**config.mk**
```make
export PLATFORM = sky130hd
export DESIGN_NAME = mem_arbiter
export DESIGN_NICKNAME = d
export VERILOG_FILES = /design/src/rtl/mem_arbiter_pkg.sv /design/src/rtl/mem_arbiter.sv
export SDC_FILE = /design/constraint.sdc
export NUM_CORES = 1
export LEC_CHECK = 0
export BUFFER_PORTS_ARGS = -buffer_cell sky130_fd_sc_hd__buf_2
export CELL_PAD_IN_SITES_DETAIL_PLACEMENT = 1
export CELL_PAD_IN_SITES_GLOBAL_PLACEMENT = 1
export CORE_UTILIZATION = 32
export CTS_CLUSTER_SIZE = 20
export DETAILED_ROUTE_END_ITERATION = 7
export HOLD_SLACK_MARGIN = 0.12
export PLACE_DENSITY = 0.9
export SETUP_SLACK_MARGIN = 0.02
export SYNTH_ARGS = -nofsm -noshare
export SYNTH_HDL_FRONTEND = slang
export SYNTH_SLANG_ARGS = --single-unit
```
**constraint.sdc**
```tcl
create_clock -name CLOCK -period 4.6 [get_ports CLOCK]
set_input_delay 0.92 -clock CLOCK [delete_from_list [all_inputs] [get_ports CLOCK]]
set_output_delay 0.92 -clock CLOCK [all_outputs]
set_load 0.01 [all_outputs]
```
**src/rtl/mem_arbiter_pkg.sv**
```systemverilog
// Shared types for the cpu / external-master memory port arbiter.
package mem_arbiter_pkg;

  typedef enum logic [1:0] {
    S_IDLE,
    S_CPU,
    S_EXT
  } state_t;

  localparam logic OWNER_CPU = 1'b0;
  localparam logic OWNER_EXT = 1'b1;

  function automatic logic [7:0] sat_inc(input logic [7:0] v);
    return (v == 8'hFF) ? v : v + 8'd1;
  endfunction

endpackage

```
**src/rtl/mem_arbiter.sv**
```systemverilog
// Arbitrates the single memory port between the cpu (stalled via clock-enable)
// and one external master, with burst limit and guaranteed cpu slot.
module mem_arbiter
  import mem_arbiter_pkg::*;
#(
  parameter int unsigned MAX_BURST = 16,
  parameter int unsigned CPU_SLOT  = 4
) (
  input  logic        CLOCK,
  input  logic        RESET_N,
  input  logic [15:0] I_CPU_ADDR,
  input  logic [7:0]  I_CPU_DATA,
  input  logic        I_CPU_WREN,
  output logic        O_CPU_CE,
  input  logic        I_EXT_REQ,
  input  logic        I_EXT_LOCK,
  input  logic [15:0] I_EXT_ADDR,
  input  logic [7:0]  I_EXT_DATA,
  input  logic        I_EXT_WREN,
  output logic        O_EXT_GNT,
  output logic        O_EXT_RVALID,
  output logic [7:0]  O_EXT_RDATA,
  output logic [15:0] O_MEM_ADDR,
  output logic [7:0]  O_MEM_DATA,
  output logic        O_MEM_WREN,
  input  logic [7:0]  I_MEM_DATA
);

  localparam logic [7:0] SLOT_MAX   = 8'(CPU_SLOT);
  localparam logic [7:0] BURST_LAST = 8'(MAX_BURST - 1);

  state_t     state;
  logic [7:0] burst_cnt;
  logic [7:0] slot_cnt;
  logic [7:0] slot_inc;
  logic       want;
  logic       owner;
  logic       ext_read;

  assign want     = I_EXT_REQ | I_EXT_LOCK;
  assign slot_inc = (slot_cnt >= SLOT_MAX) ? slot_cnt : slot_cnt + 8'd1;
  assign ext_read = (state == S_EXT) & I_EXT_REQ & ~I_EXT_WREN;
  assign owner    = (state == S_EXT) ? OWNER_EXT : OWNER_CPU;

  assign O_CPU_CE  = (state == S_CPU);
  assign O_EXT_GNT = (state == S_EXT);

  // Slot test uses the count including the current cycle so the cpu gets exactly
  // CPU_SLOT enabled cycles; burst test uses >= so a dropped LOCK ends an overlong burst.
  always_ff @(posedge CLOCK or negedge RESET_N) begin
    if (!RESET_N) begin
      state        <= S_IDLE;
      burst_cnt    <= '0;
      slot_cnt     <= '0;
      O_EXT_RVALID <= 1'b0;
      O_EXT_RDATA  <= '0;
    end else begin
      O_EXT_RVALID <= ext_read;
      if (ext_read) O_EXT_RDATA <= I_MEM_DATA;
      case (state)
        S_IDLE: begin
          slot_cnt  <= '0;
          burst_cnt <= '0;
          state     <= want ? S_EXT : S_CPU;
        end
        S_CPU: begin
          slot_cnt <= slot_inc;
          if (want && slot_inc >= SLOT_MAX) begin
            state     <= S_EXT;
            burst_cnt <= '0;
          end
        end
        S_EXT: begin
          if (I_EXT_REQ) burst_cnt <= sat_inc(burst_cnt);
          if (!I_EXT_LOCK && (!I_EXT_REQ || burst_cnt >= BURST_LAST)) begin
            state    <= S_CPU;
            slot_cnt <= '0;
          end
        end
        default: state <= S_IDLE;
      endcase
    end
  end

  always_comb begin
    O_MEM_ADDR = I_CPU_ADDR;
    O_MEM_DATA = I_CPU_DATA;
    O_MEM_WREN = 1'b0;
    if (owner == OWNER_EXT) begin
      O_MEM_ADDR = I_EXT_ADDR;
      O_MEM_DATA = I_EXT_DATA;
      O_MEM_WREN = I_EXT_REQ & I_EXT_WREN;
    end else if (state == S_CPU) begin
      O_MEM_WREN = I_CPU_WREN;
    end
  end

endmodule

```
# == Word level (Yosys, flattened, before mapping) ==
# Cells that the tools add are included.
# classes
addsub,2
magnitude_cmp,3
n_eq_ne,7
muxes,16
bitwise_logic,5
n_reduce_logical,10
# ops
cell,n
8-bit two-way mux,6
8-bit case mux with 3 select lines,2
"8-bit by 1-bit adder with 8-bit output, second input constant",2
"8-bit by 3-bit greater-or-equal comparator with 1-bit output, second input constant",2
16-bit two-way mux,1
"8-bit equality test, second input constant",1
"8-bit by 4-bit greater-or-equal comparator with 1-bit output, second input constant",1
2-bit two-way mux,3
2-bit case mux with 3 select lines,1
"2-bit by 1-bit inequality test with 1-bit output, second input constant",2
"2-bit inequality test, second input constant",2
2-bit AND reduction,2
4-bit AND reduction,1
1-bit bitwise AND,3
1-bit two-way mux,3
3-bit nonzero test,1
"2-bit by 1-bit equality test with 1-bit output, second input constant",1
"2-bit equality test, second input constant",1
1-bit logical AND,2
1-bit zero test,2
2-bit zero test,1
1-bit logical OR,1
1-bit inverter,1
1-bit bitwise OR,1
# word_totals
regBits,27
input_bits,62
output_inout_bits,36
wordCells,48

# == Longest topological paths before layout ==
# Gate-level depths: netlist (run 1).
# depth
word_depth,6
depth_mapped,6
depth_no_buf,6

# == Worst setup path after synthesis (run 1) ==
# Ideal clock, no wire load.
# synth_path
path_type,input-to-output
startpoint,input port I_EXT_REQ
endpoint,output port O_MEM_WREN
arrival_ns,1.455
t_required_ns,3.680
setup_slack_ns,2.225
cell_stages,3
n_path_buf,1
cell_sequence,nor2b_1 -> buf_2 -> a32o_1
# synth_between
elab_chain_cells,2
# synth_lines
item,line,text
from (decl),mem_arbiter.sv:15,"input logic I_EXT_REQ,"
1-bit bitwise AND,mem_arbiter.sv:92,O_MEM_WREN = I_EXT_REQ & I_EXT_WREN;
1-bit two-way mux,mem_arbiter.sv:89,if (owner == OWNER_EXT) begin
to (decl),mem_arbiter.sv:25,"output logic O_MEM_WREN,"
# No other way between the ends.

# == Final worst setup path (run 1) ==
# layout_path
startpoint,register state[1]
endpoint,output port O_MEM_DATA[3]
# layout_between
elab_chain_cells,3
# layout_lines
item,line,text
from (decl),mem_arbiter.sv:32,state_t state;
from (signal assigned),mem_arbiter.sv:64,state <= want ? S_EXT : S_CPU;
2-bit equality test,mem_arbiter.sv:43,assign owner = (state == S_EXT) ? OWNER_EXT : OWNER_CPU;
1-bit two-way mux,mem_arbiter.sv:43,
8-bit two-way mux,mem_arbiter.sv:89,
to (decl),mem_arbiter.sv:24,"output logic [7:0] O_MEM_DATA,"
# No other way between the ends.

==> results of run 1 <==
-- worst max-delay path, cell delays in order (launching register included) --
cell	delay, ps
dfrtp_1	630
nand2_2	440
inv_2	500
nand2_1	110
nand2_1	70
buf_2	130
-- kinds of logic (layout without fill, tap and decap cells) --
family                     count (synthesis)  in the layout  synth area share [%]
AOI/OAI and AO/OA                         31             31                  16.0
xor gates and xnor gates                   2              2                  1.08
adders and majority gates                  3              3                  2.32
buffers and inverters                     15            108                  3.71
DFF                                       27             27                  41.8
muxes                                      9              9                  6.27
and+or+nand+nor                          107            107                  28.8
-- sequential cells by signal (all words and copies together), names as in the netlist --
register / flops
O_EXT_RDATA: 8
burst_cnt: 8
slot_cnt: 8
state: 2
O_EXT_RVALID: 1
-- stage by stage --
step,std cells,total power (W)
global placement,350,0.00100
detailed placement,350,0.00102
finish,354,0.00114
floorplan,194,0.000767
CTS,354,0.00116
global route,354,0.00124
-- layout by cell type (no fill, tap or decap), types with 2 or more instances in the layout --
| master | Yosys | final |
|---|---|---|
| a211o_1 | 3 | 3 |
| a21o_1 | 2 | 2 |
| a21oi_1 | 3 | 3 |
| a22o_1 | 4 | 4 |
| a32o_1 | 3 | 3 |
| and2b_1 | 4 | 4 |
| and3_1 | 2 | 2 |
| buf_2 | 3 | 97 |
| clkbuf_8 | 0 | 3 |
| dfrtp_1 | 27 | 27 |
| ha_1 | 3 | 3 |
| inv_1 | 6 | 6 |
| mux2_2 | 9 | 9 |
| nand2_1 | 79 | 79 |
| nand3_1 | 3 | 3 |
| nand4_1 | 3 | 3 |
| nor2_1 | 5 | 5 |
| nor2b_1 | 2 | 2 |
| nor3b_1 | 2 | 2 |
| o2111a_1 | 2 | 2 |
| o211ai_1 | 3 | 3 |
| o21a_1 | 2 | 2 |
| xor2_1 | 2 | 2 |
-- per-layer routing --
layer  vias up  global-route usage, %  wire length, um
met4         0                   5.88               68
met3         6                   2.90               85
met1       835                   23.8             2110
li1        854                      -                -
met5         -                      0                0
met2        21                   31.9             2610
-- final timing paths --
path	start	to	cells past startpoint
min	slot_cnt[3]	slot_cnt[3]	1
min in group asynchronous	RESET_N	O_EXT_RDATA[3]	1
max	state[1]	O_MEM_DATA[3]	5
max reg2reg	state[1]	O_EXT_RDATA[4]	3
min reg2reg	slot_cnt[3]	slot_cnt[3]	1
max in group asynchronous	RESET_N	burst_cnt[1]	1
-- report_power, final --
group	total, W	internal [W]	switching, W
registers	0.000363	0.000300	0.0000632
logic	0.000643	0.000264	0.000379
clock network	0.000132	0.0000620	0.0000705
total	0.00114	0.000626	0.000513
-- layout make-up --
| type | count | area share (%) |
|---|---|---|
| clock buffers | 4 | 2.05 |
| inverters | 7 | 1.20 |
| multi-input cells | 152 | 40.1 |
| flip-flops and latches | 27 | 30.8 |
| well taps | 67 | 3.82 |
| repair buffers | 97 | 22.1 |
==> impl_metrics.tcl, run 1 <==
set metrics [dict create \
    min_period_ps 3090 \
    dp_slack_ps 1770 \
    crit_path_end_kind "primary output" \
    drive_above_1_share_pct 39.4 \
    fin_crit_sh_pct 67.2 \
    cts.sink_count 27 \
    ys.flop_type "dfrtp_1" \
    postCtsSetupRepairBufs 0 \
    status "complete, no violations" \
    yosysMostFrequentCell "nand2_1" \
    critPathLaunchType "flip-flop" \
    skew_ps 5.15 \
    die_y_um 73.1 \
    postPlaceCellArea_mm2 0.00215 \
    io_buffers 97 \
    initial_utilization_pct 33.8 \
    synth_edf_count 0 \
    via_count 1716 \
    track_usage_pct 18.6 \
    ys_async_sr_fraction_pct 100 \
    wirelength_um 4870 \
    holdBufCountCts 0 \
    grt-ovfl-total 0 \
    hp-class "flip-flop to flip-flop" \
    critPathMaxFanout 28 \
    synth.avg_cell_area_um2 8.33 \
    clockBufferDepth 2 \
    grt_antenna_before_repair 0 \
    whs_ps 494 \
    final-seq-area_um2 676 \
    final_antenna_net_count 0 \
    final_cell_area_mm2 0.00220 \
    cts-root-buf "clkbuf_8" \
    synth.top_cells.by_area "dfrtp_1 42%, nand2_1 18%, mux2_2 6.3%" \
    dieArea_mm2 0.00534 \
    n_antenna_cell 0 \
    critPathArrivalTime_ps 2170 \
    rows 25 \
    synth_area_mm2 0.00162 \
    cts_repair_resize_count 0 \
    place.gp.congestion 0.810 \
    avgRoutedWirePerCell_um 13.8 \
    grt_pass1_vias 1736 \
    grt_pass1_wl_um 7870 \
    hold_viol_final 0 \
    ys_seq_area_share_pct 41.8 \
    critPathKind "flip-flop to primary output" \
    ir_drop_uv 160 \
    dp_hpwl_um 3810 \
    drt_first_pass_iters 4 \
    max-slew-margin-rel_pct 16.9 \
    syn-instance-count 194 \
    clkSlewWorstSetupHoldPaths_ps 80 \
    htreeDepth 1 \
    grt_setup_unrepaired "false" \
    finalSetupViolCount 0 \
    yosysWarnings 0 \
    p_per_area_mw_per_mm2 518 \
    grt_max_degree 29 \
    synth_commonest_cells "79 x nand2_1, 27 x dfrtp_1, 9 x mux2_2" \
    tns_ps 0 \
    fillers 622 \
    clock_insertion_delay_worst_skew_ps 270 \
    reg2reg_setup_slack_ps 1870 \
    viasPerCell 4.85 \
    multiInputGateArea_um2 881 \
    synth_top_area_cell "dfrtp_1" \
    fp.dieW_um 73.1 \
    drc_errors 0 \
    syn_nets 259 \
    drv_cap 0 \
    final_util_pct 45.9 \
    drt_iter0_markers 82 \
    crit_required_ps 3680 \
    setup_slack_ps 1510 \
    area.growth.synth_to_final_pct 35.9 \
    power_leakage_nw 1.26 \
    synthDistinctLibCells 41 \
    ys_ff_latch 27 \
    pin_count 98 \
    drv_slew 0 \
    cts_buffers 3 \
    fmax_mhz 324 \
    worstMarginPinSlew_ps 1240 \
    core_area_mm2 0.00479 \
    layout.nets 353 \
    cts_tree "built" \
    synth_top_area_share_pct 41.8 \
]
Note: power is estimated with default switching activity, not from simulation.
==> run 2, diff against run 1 <==
Settings changed: ABC_AREA from default to 1, CORE_UTILIZATION 32 to 29, PLACE_DENSITY 0.9 to 0.85.
Clock period 4.6 ns to 3.05 ns, I/O delays scaled along.
==> run 2 against run 1 <==
Clock skew fell by 2.0 ps; design area rose by 3.6%; synthesized cell count rose by 30%; first-iteration DRC count fell by 41%; register-to-register slack got worse by 560 ps; setup slack got worse by 750 ps; non-clock buffer count rose by 1; critical endpoint is now O_MEM_ADDR[10].
==> impl_metrics.tcl, run 2 <==
set metrics [dict create \
    critPathMaxFanout 29 \
    drc_errors 0 \
    mostFrequentLayoutCells "133 x nand2_1, 97 x buf_2, 27 x dfrtp_1" \
    critPathKind "flip-flop to primary output" \
    mostFrequentLayoutCell "nand2_1" \
    avgRoutedWirePerCell_um 12.8 \
    final-seq-area_um2 676 \
    reg2reg_setup_slack_ps 1310 \
    ir_drop_uv 283 \
    clkSlewWorstSetupHoldPaths_ps 100 \
    p_switching_w 0.000837 \
    critPathLaunchType "flip-flop" \
    grt-ovfl-total 0 \
    synth_area_mm2 0.00169 \
    synth.top_cells.by_area "dfrtp_1 40%, nand2_1 30%, inv_1 4.4%" \
    rows 27 \
    syn-instance-count 252 \
    postPlaceCellArea_mm2 0.00223 \
    yosys.area_share.adder_pct 2.22 \
    path_delay_family "buffers and inverters" \
    p_per_area_mw_per_mm2 755 \
    cp_num_buf_inv 3 \
    finalSetupViolCount 0 \
    hp-class "input pin to asynchronous set/reset pin" \
    ys_seq_area_share_pct 40.0 \
    n_antenna_cell 0 \
    yosysMostFrequentCell "nand2_1" \
    cts-root-buf "clkbuf_8" \
    pin_count 98 \
    cts_buffers 3 \
    area.growth.synth_to_final_pct 34.8 \
    worstMarginPinSlew_ps 636 \
    dp_hpwl_um 4210 \
    grt_pass1_vias 2046 \
    intPower_w 0.000882 \
    crit_required_ps 2440 \
    die_y_um 78.3 \
    yosysWarnings 0 \
    drt_first_pass_iters 4 \
    ys.flop_type "dfrtp_1" \
    final_util_pct 40.9 \
    synth-simple-area-share_pct 45.3 \
    drv_cap 0 \
    ys_ff_latch 27 \
    ys_async_sr_fraction_pct 100 \
    crit-reg2reg-capture "O_EXT_RDATA[3]" \
    viasPerCell 4.61 \
    holdBufCountCts 0 \
    min_period_ps 2290 \
    synth_compound_area_share_pct 4.37 \
    grt_max_degree 33 \
    synth_top_area_cell "dfrtp_1" \
    rr_startpoint "state[0]" \
    cts.sink_count 27 \
    cts_repair_resize_count 0 \
    synth.avg_cell_area_um2 6.70 \
    htreeDepth 1 \
    syn_nets 317 \
    final_antenna_net_count 0 \
    layout.nets 413 \
    r2r_cells 8 \
    wirelength_um 5370 \
    fmax_mhz 437 \
    core_area_mm2 0.00557 \
    via_count 1930 \
    dieArea_mm2 0.00613 \
    seqPwrFrac_pct 30.0 \
    critPathArrivalTime_ps 1680 \
    final_cell_area_mm2 0.00228 \
    track_usage_pct 18.7 \
    netSwitchingFraction_pct 48.7 \
    max-slew-margin-rel_pct 57.6 \
    crit_cells 6 \
    hold_viol_final 0 \
    place.gp.congestion 0.748 \
    skew_ps 3.15 \
    critical_path.max_stage_delay_ps 410 \
    drt_iter0_markers 48 \
    grt_setup_unrepaired "false" \
    fin_crit_sh_pct 75.1 \
    postCtsSetupRepairBufs 0 \
    multiInputGateArea_um2 885 \
    synth_edf_count 0 \
    io_buffers 97 \
    drive_above_1_share_pct 32.9 \
    initial_utilization_pct 30.3 \
    critPathLaunch "state[0]" \
    tns_ps 0 \
    synthDistinctLibCells 29 \
    grt_antenna_before_repair 0 \
    synth_top_area_share_pct 40.0 \
    path_cells "inv_1, nand2_2, inv_2, nand2_1, nand2_1, buf_2" \
    drv_slew 0 \
    pwr-share-comb_pct 57.1 \
    cts_tree "built" \
    synth_commonest_cells "133 x nand2_1, 27 x dfrtp_1, 20 x inv_1" \
    whs_ps 330 \
    top_regs "O_EXT_RDATA x8, burst_cnt x8, slot_cnt x8" \
    synth_xor_area_share_pct 0.519 \
    critPathSlowestCell "dfrtp_1" \
    clock_insertion_delay_worst_skew_ps 280 \
    synth_mux_area_share_pct 0 \
    clockBufferDepth 2 \
    status "complete, no violations" \
    crit_path_end_kind "primary output" \
    power.share.clock_pct 12.9 \
    cp_common_cell "nand2_1" \
    crit_end "O_MEM_ADDR[10]" \
    fillers 759 \
    fp.dieW_um 78.3 \
    grt_pass1_wl_um 9260 \
    synth_top_family_by_area "simple AND/OR/NAND/NOR gates" \
    power_leakage_nw 1.37 \
]
run 2: routing by layer:
metal  global-route usage [%]  share of wire [%]  vias up
li1                         -                  -      959
met1                     21.2                 42      929
met2                     36.0                 55       29
met3                     3.02                1.9       13
met4                     4.44                1.4        0
met5                        0                  0        -
run 2: logic make-up after synthesis:
group	count (synthesis)
compound gates	12
flops	27
simple gates	180
buf+inv	29
fa+ha+maj	3
xor+xnor	1
run 2: worst register-to-register path: stages, from the launching register on:
cell	delay [ps]
dfrtp_1	410
inv_1	150
nand2_2	80
inv_2	390
nand2_2	170
nor2_8	210
inv_4	90
nand2_1	70
nand2_1	60
run 2: worst min-delay path by stage:
stage,cells after the start,to,startpoint
2_1_floorplan,0,O_EXT_RDATA[0],RESET_N
3_3_place_gp,2,O_EXT_RDATA[2],O_EXT_RDATA[2]
5_1_grt,1,burst_cnt[5],RESET_N
3_5_place_dp,2,O_EXT_RDATA[2],O_EXT_RDATA[2]
4_1_cts,1,burst_cnt[5],RESET_N
6_report,1,burst_cnt[5],RESET_N
run 2: metrics by stage:
step	worst slack [ps]	total power (W)	instances
6_report	759	0.00172	419
5_1_grt	604	0.00189	419
4_1_cts	752	0.00174	419
3_5_place_dp	1070	0.00152	415
3_3_place_gp	1130	0.00148	415
2_1_floorplan	1360	0.00115	252
run 2: power groups by stage:
stage                     Clock (W)  Combinational [W]  Sequential (W)
final                      0.000221           0.000982        0.000516
after global routing       0.000239            0.00112        0.000530
after CTS                  0.000228           0.000996        0.000517
after detailed placement          0           0.000997        0.000524
after global placement            0           0.000960        0.000518
after floorplan                   0           0.000605        0.000544
run 2: final cells by class:
cell class	instances	share of cell area, %
well taps	72	3.96
clock buffers	3	1.81
flip-flops and latches	27	29.7
repair buffers	98	21.6
multi-input cells	196	38.8
clock inverters	1	0.330
inverters	22	3.74
==> run 3, diff against run 2 <==
Clock period 3.05 ns to 2.37 ns, I/O delays scaled along.
==> run 3 against run 2 <==
Clock skew up 6.2 ps; global-route usage down 0.52 points; die area unchanged; non-clock buffer count unchanged; routed wire length down 2.5%; critical path depth unchanged; clock power up 26%; sequential power up 29%; clock-buffer cell count unchanged; critical path type unchanged; largest power group unchanged; highest routed layer unchanged.
==> impl_metrics.tcl, run 3 (same netlist as run 2, synthesis figures left out) <==
set metrics [dict create \
    rr_startpoint "burst_cnt[0]" \
    stdcell_count 419 \
    drv_cap 0 \
    critPathMaxFanout 29 \
    critPathKind "flip-flop to primary output" \
    power.share.clock_pct 12.6 \
    critPathArrivalTime_ps 1650 \
    power_leakage_nw 1.37 \
    max-slew-margin-rel_pct 58.3 \
    ir_drop_uv 326 \
    tns_ps 0 \
    crit_path_end_kind "primary output" \
    grt_pass1_vias 1969 \
    fmax_mhz 470 \
    htreeDepth 1 \
    drt_iter0_markers 90 \
    track_usage_pct 18.2 \
    fp.dieW_um 78.3 \
    avgRoutedWirePerCell_um 12.5 \
    cts-root-buf "clkbuf_8" \
    grt-ovfl-total 0 \
    crit_required_ps 1900 \
    crit-reg2reg-capture "slot_cnt[6]" \
    mostFrequentLayoutCells "133 x nand2_1, 97 x buf_2, 27 x dfrtp_1" \
    viasPerCell 4.51 \
    seqPwrFrac_pct 30.2 \
    mostFrequentLayoutCell "nand2_1" \
    cts_tree "built" \
    dpl.cell_count 415 \
    postCtsSetupRepairBufs 0 \
    cts_repair_resize_count 0 \
    top_regs "O_EXT_RDATA x8, burst_cnt x8, slot_cnt x8" \
    final_antenna_net_count 0 \
    hp-class "input pin to asynchronous set/reset pin" \
    drc_errors 0 \
    via_count 1890 \
    fin_crit_sh_pct 89.7 \
    wirelength_um 5230 \
    drive_above_1_share_pct 32.9 \
    p_per_area_mw_per_mm2 970 \
    grt_setup_unrepaired "false" \
    clockBufferDepth 2 \
    final_cell_area_mm2 0.00228 \
    grt_max_degree 33 \
    grt_pass1_wl_um 8970 \
    intPower_w 0.00114 \
    clkSlewWorstSetupHoldPaths_ps 100 \
    drt_first_pass_iters 4 \
    rows 27 \
    clock_insertion_delay_worst_skew_ps 280 \
    initial_utilization_pct 30.3 \
    finalSetupViolCount 0 \
    place.gp.congestion 0.713 \
    r2r_cells 8 \
    netSwitchingFraction_pct 48.6 \
    dieArea_mm2 0.00613 \
    worstMarginPinSlew_ps 626 \
    grt_antenna_before_repair 0 \
    status "complete, no violations" \
    postPlaceCellArea_mm2 0.00223 \
    skew_ps 9.36 \
    cts.sink_count 27 \
    io_buffers 97 \
    area.growth.synth_to_final_pct 34.8 \
    die_y_um 78.3 \
    n_antenna_cell 0 \
    min_period_ps 2130 \
    critPathLaunchType "flip-flop" \
    pwr-share-comb_pct 57.2 \
    core_area_mm2 0.00557 \
    cts_buffers 3 \
    layout.nets 413 \
    p_switching_w 0.00107 \
    pin_count 98 \
    dp_hpwl_um 4130 \
    drv_slew 0 \
    holdBufCountCts 0 \
    reg2reg_setup_slack_ps 700 \
    hold_viol_final 0 \
]
## run 3: metrics by stage
stage / utilization (%) / hold slack (ps) / total power, W / worst slack [ps]
after floorplan: - / 178 / 0.00148 / 814
after global placement: 40.0 / 449 / 0.00190 / 591
after detailed placement: 40.0 / 460 / 0.00196 / 540
after CTS: 40.9 / 224 / 0.00224 / 231
after global routing: 40.9 / 238 / 0.00241 / 119
final: 40.9 / 194 / 0.00221 / 244
## run 3: area by class of cell
class	count	area (um^2)
Clock inverter	1	7.51
Fill cell	793	3300
Tap cell	72	90.1
Inverter	22	85.1
Sequential cell	27	676
Clock buffer	3	41.3
Multi-Input combinational cell	196	885
Timing Repair Buffer	98	493
## run 3: per-layer routing
layer,vias up,routed length [um],global-route usage (%)
li1,964,-,-
met1,903,2140,20.5
met2,19,2960,35.4
met3,4,92,2.91
met4,0,36,3.70
met5,-,0,0
## run 3: worst max-delay path by stage
stage                  start  slack (ps)        endpoint
global route        state[0]         120   O_MEM_ADDR[1]
CTS                 state[0]         230      O_MEM_WREN
global placement    state[0]         590      O_MEM_WREN
finish              state[0]         240   O_MEM_DATA[2]
floorplan           state[0]         810  O_MEM_ADDR[10]
detailed placement  state[0]         540      O_MEM_WREN
## run 3: power by group through the flow
stage | logic (W) | clock network [W] | registers, W
after CTS | 0.00129 | 0.000286 | 0.000666
after global placement | 0.00124 | 0 | 0.000667
after detailed placement | 0.00129 | 0 | 0.000674
final | 0.00126 | 0.000278 | 0.000667
after global routing | 0.00143 | 0.000303 | 0.000682
after floorplan | 0.000778 | 0 | 0.000700
## run 3: worst max-delay path: stages, from the launching register on
cell and delay, ps:
dfrtp_1 400, inv_1 150, nand2_2 80, inv_2 390
nand2_1 100, nand2_1 110, buf_2 150
